<file path="src/rtl/turbidity_uart_rx_if.sv">
// Signal bundle between the ESP32 turbidity receiver and the irrigation controller.
// The slave side is the receiver; the master side is the controller and the serial line.
interface turbidity_uart_rx_if;
  logic        enable_esp;
  logic        uart_rx;
  logic [11:0] turbidez;
  logic        ready_from_esp;
  logic        frame_error;
  logic        timeout;

  modport master (
    output enable_esp,
    output uart_rx,
    input  turbidez,
    input  ready_from_esp,
    input  frame_error,
    input  timeout
  );

  modport slave (
    input  enable_esp,
    input  uart_rx,
    output turbidez,
    output ready_from_esp,
    output frame_error,
    output timeout
  );
endinterface

</file>
<file path="src/rtl/turbidity_uart_rx.sv">
// 8N1 UART receiver, 4-byte frame parser (A5 HI LO CHK) and sample averager that
// answers controller requests with a held result or a fail-safe timeout result.
module turbidity_uart_rx #(
  parameter int CLK_HZ         = 25000000,
  parameter int BAUD           = 115200,
  parameter int AVG_LOG2       = 2,
  parameter int TIMEOUT_CYCLES = 25000000
) (
  input  logic clk,
  input  logic reset,
  turbidity_uart_rx_if.slave bus
);
  localparam int CLKS_PER_BIT = CLK_HZ / BAUD;
  localparam int HALF_BIT     = CLKS_PER_BIT / 2;
  localparam int BIT_CNT_W    = $clog2(CLKS_PER_BIT + 1);
  localparam int NUM_AVG      = 1 << AVG_LOG2;
  localparam int ACC_W        = 12 + AVG_LOG2;
  localparam int CNT_W        = AVG_LOG2 + 1;
  localparam int TMR_W        = $clog2(TIMEOUT_CYCLES + 1);

  typedef enum logic [1:0] {RX_IDLE, RX_START, RX_DATA, RX_STOP} rx_state_t;
  typedef enum logic [1:0] {P_SYNC, P_HI, P_LO, P_CHK} p_state_t;

  // Line synchroniser; resets to the idle (high) level so reset never looks like a start bit.
  logic rx_meta_reg, rx_sync_reg, rx_prev_reg;

  rx_state_t            rx_state_reg, rx_state_next;
  logic [BIT_CNT_W-1:0] clk_cnt_reg, clk_cnt_next;
  logic [2:0]           bit_idx_reg, bit_idx_next;
  logic [7:0]           shift_reg, shift_next;
  logic                 byte_valid_reg, byte_valid_next;
  logic                 stop_err;

  p_state_t    p_state_reg, p_state_next;
  logic [3:0]  hi_reg, hi_next;
  logic [7:0]  lo_reg, lo_next;
  logic [11:0] sample_reg, sample_next;
  logic        sample_valid_reg, sample_valid_next;
  logic        parse_err;

  logic [ACC_W-1:0] acc_reg;
  logic [CNT_W-1:0] count_reg;
  logic [TMR_W-1:0] timer_reg;
  logic [11:0]      turbidez_reg;
  logic             ready_reg, timeout_reg, frame_error_reg;

  always_ff @(posedge clk or posedge reset) begin
    if (reset) begin
      rx_meta_reg <= 1'b1;
      rx_sync_reg <= 1'b1;
      rx_prev_reg <= 1'b1;
    end else begin
      rx_meta_reg <= bus.uart_rx;
      rx_sync_reg <= rx_meta_reg;
      rx_prev_reg <= rx_sync_reg;
    end
  end

  always_ff @(posedge clk or posedge reset) begin
    if (reset) begin
      rx_state_reg   <= RX_IDLE;
      clk_cnt_reg    <= '0;
      bit_idx_reg    <= '0;
      shift_reg      <= '0;
      byte_valid_reg <= 1'b0;
    end else begin
      rx_state_reg   <= rx_state_next;
      clk_cnt_reg    <= clk_cnt_next;
      bit_idx_reg    <= bit_idx_next;
      shift_reg      <= shift_next;
      byte_valid_reg <= byte_valid_next;
    end
  end

  always_comb begin
    rx_state_next   = rx_state_reg;
    clk_cnt_next    = clk_cnt_reg;
    bit_idx_next    = bit_idx_reg;
    shift_next      = shift_reg;
    byte_valid_next = 1'b0;
    stop_err        = 1'b0;
    case (rx_state_reg)
      RX_IDLE: begin
        clk_cnt_next = '0;
        bit_idx_next = '0;
        if (rx_prev_reg && !rx_sync_reg) rx_state_next = RX_START;
      end
      RX_START: begin
        if (clk_cnt_reg == BIT_CNT_W'(HALF_BIT - 1)) begin
          clk_cnt_next  = '0;
          rx_state_next = rx_sync_reg ? RX_IDLE : RX_DATA;
        end else begin
          clk_cnt_next = clk_cnt_reg + BIT_CNT_W'(1);
        end
      end
      RX_DATA: begin
        if (clk_cnt_reg == BIT_CNT_W'(CLKS_PER_BIT - 1)) begin
          clk_cnt_next = '0;
          shift_next   = {rx_sync_reg, shift_reg[7:1]};
          if (bit_idx_reg == 3'd7) rx_state_next = RX_STOP;
          else                     bit_idx_next  = bit_idx_reg + 3'd1;
        end else begin
          clk_cnt_next = clk_cnt_reg + BIT_CNT_W'(1);
        end
      end
      RX_STOP: begin
        if (clk_cnt_reg == BIT_CNT_W'(CLKS_PER_BIT - 1)) begin
          clk_cnt_next    = '0;
          rx_state_next   = RX_IDLE;
          byte_valid_next = rx_sync_reg;
          stop_err        = !rx_sync_reg;
        end else begin
          clk_cnt_next = clk_cnt_reg + BIT_CNT_W'(1);
        end
      end
      default: rx_state_next = RX_IDLE;
    endcase
  end

  always_ff @(posedge clk or posedge reset) begin
    if (reset) begin
      p_state_reg      <= P_SYNC;
      hi_reg           <= '0;
      lo_reg           <= '0;
      sample_reg       <= '0;
      sample_valid_reg <= 1'b0;
    end else begin
      p_state_reg      <= p_state_next;
      hi_reg           <= hi_next;
      lo_reg           <= lo_next;
      sample_reg       <= sample_next;
      sample_valid_reg <= sample_valid_next;
    end
  end

  // The received byte is shift_reg itself; it stays stable while byte_valid_reg is high.
  always_comb begin
    p_state_next      = p_state_reg;
    hi_next           = hi_reg;
    lo_next           = lo_reg;
    sample_next       = sample_reg;
    sample_valid_next = 1'b0;
    parse_err         = 1'b0;
    if (!bus.enable_esp) begin
      p_state_next = P_SYNC;
    end else if (byte_valid_reg) begin
      case (p_state_reg)
        P_SYNC: if (shift_reg == 8'hA5) p_state_next = P_HI;
        P_HI: begin
          if (shift_reg[7:4] != 4'h0) begin
            parse_err    = 1'b1;
            p_state_next = P_SYNC;
          end else begin
            hi_next      = shift_reg[3:0];
            p_state_next = P_LO;
          end
        end
        P_LO: begin
          lo_next      = shift_reg;
          p_state_next = P_CHK;
        end
        P_CHK: begin
          p_state_next = P_SYNC;
          if (shift_reg == ({4'h0, hi_reg} ^ lo_reg ^ 8'hA5)) begin
            sample_valid_next = 1'b1;
            sample_next       = {hi_reg, lo_reg};
          end else begin
            parse_err = 1'b1;
          end
        end
        default: p_state_next = P_SYNC;
      endcase
    end
  end

  // Completion is checked before the timer so a finished average beats a same-cycle timeout.
  always_ff @(posedge clk or posedge reset) begin
    if (reset) begin
      acc_reg         <= '0;
      count_reg       <= '0;
      timer_reg       <= '0;
      turbidez_reg    <= '0;
      ready_reg       <= 1'b0;
      timeout_reg     <= 1'b0;
      frame_error_reg <= 1'b0;
    end else begin
      frame_error_reg <= stop_err | parse_err;
      if (!bus.enable_esp) begin
        acc_reg   <= '0;
        count_reg <= '0;
        timer_reg <= '0;
        ready_reg <= 1'b0;
      end else if (ready_reg) begin
        acc_reg   <= '0;
        count_reg <= '0;
        timer_reg <= '0;
      end else if (count_reg == CNT_W'(NUM_AVG)) begin
        turbidez_reg <= 12'(acc_reg >> AVG_LOG2);
        ready_reg    <= 1'b1;
        timeout_reg  <= 1'b0;
        acc_reg      <= '0;
        count_reg    <= '0;
        timer_reg    <= '0;
      end else if (timer_reg == TMR_W'(TIMEOUT_CYCLES - 1)) begin
        turbidez_reg <= '0;
        ready_reg    <= 1'b1;
        timeout_reg  <= 1'b1;
        acc_reg      <= '0;
        count_reg    <= '0;
        timer_reg    <= '0;
      end else begin
        timer_reg <= timer_reg + TMR_W'(1);
        if (sample_valid_reg) begin
          acc_reg   <= acc_reg + ACC_W'(sample_reg);
          count_reg <= count_reg + CNT_W'(1);
        end
      end
    end
  end

  assign bus.turbidez       = turbidez_reg;
  assign bus.ready_from_esp = ready_reg;
  assign bus.frame_error    = frame_error_reg;
  assign bus.timeout        = timeout_reg;
endmodule

</file>
<file path="src/flat_wrapper.sv">
// flat-port wrapper written by rule: the top's interface ports become plain ports
module turbidity_uart_rx_flat 
#(
  parameter int CLK_HZ         = 25000000,
  parameter int BAUD           = 115200,
  parameter int AVG_LOG2       = 2,
  parameter int TIMEOUT_CYCLES = 25000000
)
  (clk, reset, bus_enable_esp, bus_uart_rx, bus_turbidez, bus_ready_from_esp, bus_frame_error, bus_timeout);
  turbidity_uart_rx_if bus_i ();
  input  logic clk;
  input  logic reset;
  input wire logic [$bits(bus_i.enable_esp)-1:0] bus_enable_esp;
  input wire logic [$bits(bus_i.uart_rx)-1:0] bus_uart_rx;
  output wire logic [$bits(bus_i.turbidez)-1:0] bus_turbidez;
  output wire logic [$bits(bus_i.ready_from_esp)-1:0] bus_ready_from_esp;
  output wire logic [$bits(bus_i.frame_error)-1:0] bus_frame_error;
  output wire logic [$bits(bus_i.timeout)-1:0] bus_timeout;
  assign bus_i.enable_esp = bus_enable_esp;
  assign bus_i.uart_rx = bus_uart_rx;
  assign bus_turbidez = bus_i.turbidez;
  assign bus_ready_from_esp = bus_i.ready_from_esp;
  assign bus_frame_error = bus_i.frame_error;
  assign bus_timeout = bus_i.timeout;
  turbidity_uart_rx #(.CLK_HZ(CLK_HZ), .BAUD(BAUD), .AVG_LOG2(AVG_LOG2), .TIMEOUT_CYCLES(TIMEOUT_CYCLES)) u_core (.clk(clk), .reset(reset), .bus(bus_i));
endmodule
</file>
<file path="config.mk">
export PLATFORM = sky130hd
export DESIGN_NAME = turbidity_uart_rx_flat
export DESIGN_NICKNAME = d
export VERILOG_FILES = /design/src/rtl/turbidity_uart_rx_if.sv /design/src/rtl/turbidity_uart_rx.sv /design/src/flat_wrapper.sv
export SDC_FILE = /design/constraint.sdc
export NUM_CORES = 1
export LEC_CHECK = 0
export CAP_MARGIN = 20
export CORE_ASPECT_RATIO = 0.8
export CORE_MARGIN = 3
export CORE_UTILIZATION = 30
export DETAILED_ROUTE_END_ITERATION = 16
export RECOVER_POWER = 50
export SETUP_SLACK_MARGIN = 0.02
export SLEW_MARGIN = 20
export SYNTH_ARGS = -nofsm -noshare
export SYNTH_HDL_FRONTEND = slang
export SYNTH_SLANG_ARGS = --single-unit
</file>
<file path="constraint.sdc">
create_clock -name clk -period 3.71 [get_ports clk]
set_clock_uncertainty 0.2 [all_clocks]
set_input_delay 0.371 -clock clk [delete_from_list [all_inputs] [get_ports clk]]
set_output_delay 0.371 -clock clk [all_outputs]
set_load 0.02 [all_outputs]
</file>
==> summary.txt <==
Outcome
  – Status: finished, violations left
  – Violated checks: capacitance limit, slew limit

Timing
  – RSZ-0062 raised after global routing: false
  – Final Cycle Share: 0.7528
  – Max Fclk: 358.1 MHz
  – Least-Margin Pin Slew: 1.505 ns
  – Pins Over Slew Limit: 75
  – Final setup viols: 0
  – Slew HR: -0.004995
  – Final Hold Viols: 0
  – Setup TNS Final: 0 ns
  – Period minus WS final: 2.793 ns

Layout
  – Most frequent cells in the layout: dfrtp_1, nor2_1, mux2_2
  – Commonest non-fill, non-tap cell in the layout: dfrtp_1
  – Final #Nets: 523
  – Layout cells sized above 1: 0.1448
  – Fillers: 1730
  – Diodes inserted: 0
  – Max reg flops: 25
  – P&R area growth vs syn: 12.82%

Die
  – Rows: 43
  – Die Y: 125.4 um
  – Die footprint: 19480 sq um
  – Initial core utilization: 0.3068
  – I/O Pins: 19
  – CORE AREA: 17430 sq um
  – Die width: 155.3 um

Yosys
  – Synth warn: 0
  – Number of synthesized register bits: 109
  – Mapped cell area: 5349 sq um
  – Mean area per synthesized cell: 11.14 sq um
  – Area leader, netlist: dfrtp_1
  – Post-synth ARST share: 1.000
  – Syn Inst Count: 480
  – Syn_nets: 504
  – Main synth FF type: dfrtp_1
  – Sequential share of the synthesized area: 0.5106
  – Post-synth top area share: 0.4959
  – Netlist cell types: 59
  – Synth area leaders: dfrtp_1, mux2_2, nor2_1
  – EDFF count, synth: 0

Critical path
  – Crit-path max FO: 74
  – Worst EP arrival: 2.91 ns
  – CP Launch Type: input pin
  – Crit path capture type: async pin
  – Worst Path Required: 3.83 ns
  – Setup CP Type: input pin to async pin

Place
  – Post-DP HPWL: 7453 um
  – RD Place Congestion: 0.8003
  – Port Buffers: 18

Clock network
  – CTS Buffer Depth: 2
  – CTS clk-pin slew, worst paths: 0.08 ns
  – Clk sinks: 109
  – TritonCTS clock tree: done
  – Clk_lat worst skew: 0.35 ns
  – Total number of H-tree levels: 3
  – Setup bufs post-CTS: 0
  – Inserted Clock Buffers: 9
  – # resized after CTS: 0
  – Hold Buf Count CTS: 0
  – CTS root buf: clkbuf_16

Pwr
  – Peak supply drop: 0.2184 mV
  – PD cells: 387.3 nW/um^2
  – Total power: 2.337 mW
  – Leakage power: 2.735 nW

Routing
  – DR pass1 iterations: 4
  – DR vias/cell: 4.914
  – Routed Wire Length: 10560 um
  – Drt initial violations: 218
  – DRC: 0
  – Vias: 3582
  – Antenna Nets Post-Route: 0
  – WL per Instance: 14.48 um

Global route
  – Vias in the first global route: 3526
  – First-pass GRT wire length: 17930 um
  – GR Util All Layers: 0.1127
  – Initial antenna violation count: 0
  – GR Overflow Total: 0
  – Largest net degree at the start of global routing: 75

Hold path
  – Worst Hold Class: flop to flop

Job
  – Total of max-cap violations: 1
[critical path: stages]
cell and delay [ns]:
dlygate4sd3_1 0.55, inv_2 1.08, clkbuf_1 0.88
[final timing paths]
| kind | from | endpoint | slack, ns | depth (start not counted) |
|---|---|---|---|---|
| worst max-delay path | reset | u_core.bus.turbidez[10] | 0.92 | 3 |
| worst min-delay path | u_core.rx_meta_reg | u_core.rx_sync_reg | 0.16 | 0 |
| worst max register to register | u_core.timer_reg[7] | u_core.timer_reg[21] | 0.98 | 6 |
| worst min register to register | u_core.rx_meta_reg | u_core.rx_sync_reg | 0.16 | 0 |
| max in group clk | u_core.timer_reg[7] | u_core.timer_reg[21] | 0.98 | 6 |
| min in group asynchronous | reset | u_core.timer_reg[13] | 0.74 | 2 |
[metal layers]
metal,vias to the layer above,track usage,routed length (um)
met1,1794,0.1660,5475
met3,7,0.03149,400
met4,0,0.02316,85
li1,1726,-,-
met2,55,0.1664,4593
met5,-,0,0
[power by group]
part | switching, mW | internal, mW
registers | 0.0439 | 1.22
clock network | 0.451 | 0.479
logic | 0.0852 | 0.0600
[cells by family after synthesis]
family          share of synthesized area
xor+xnor                          0.07696
flops                              0.5106
fa+ha+maj                         0.04819
simple gates                       0.1527
buf+inv                           0.02854
mux                               0.08678
compound gates                    0.09614
[metrics by stage]
stage	std cells	utilization	hold slack, ns	setup slack (ns)	cell area [sq um]
floorplan	480	-	0.1452	0.2700	5349
global placement	713	0.3304	0.1479	0.9575	5759
detailed placement	713	0.3304	0.1482	0.9205	5759
CTS	729	0.3468	0.1595	0.9904	6045
global route	729	0.3462	0.1720	0.3988	6035
finish	729	0.3462	0.1639	0.9171	6035
[area by class of cell]
cell class	instances	area [sq um]	share of cell area
clock buffers	10	239.0	0.03960
inverters	15	56.30	0.009330
flip-flops and latches	109	2731	0.4526
multi-input cells	342	2465	0.4085
repair buffers	22	215.2	0.03566
well taps	225	281.5	0.04665
clock inverters	6	46.29	0.007672
[synthesized netlist by cell type, types with 2 or more instances]
| library cell | number |
|---|---|
| and3_1 | 3 |
| a22o_2 | 12 |
| nand4_1 | 10 |
| a21o_1 | 4 |
| a21boi_0 | 3 |
| buf_2 | 2 |
| clkbuf_1 | 5 |
| xnor2_1 | 24 |
| o21ai_0 | 7 |
| nand3b_1 | 2 |
| mux2i_1 | 7 |
| nor2b_1 | 5 |
| mux2_2 | 33 |
| nor3_1 | 6 |
| mux2_1 | 2 |
| buf_6 | 5 |
| nor4_1 | 2 |
| o211ai_1 | 2 |
| dfstp_2 | 3 |
| nand4b_1 | 3 |
| a21oi_1 | 15 |
| and2_1 | 4 |
| nand2_1 | 24 |
| o21a_1 | 4 |
| dfrtp_1 | 106 |
| a22oi_1 | 2 |
| xor2_1 | 23 |
| o31a_1 | 2 |
| a22o_1 | 5 |
| nor2_1 | 69 |
| nand2b_1 | 2 |
| or3_1 | 2 |
| ha_1 | 19 |
| nand3_1 | 24 |
| inv_1 | 15 |
No activity file was read; power rests on OpenSTA's default activity.
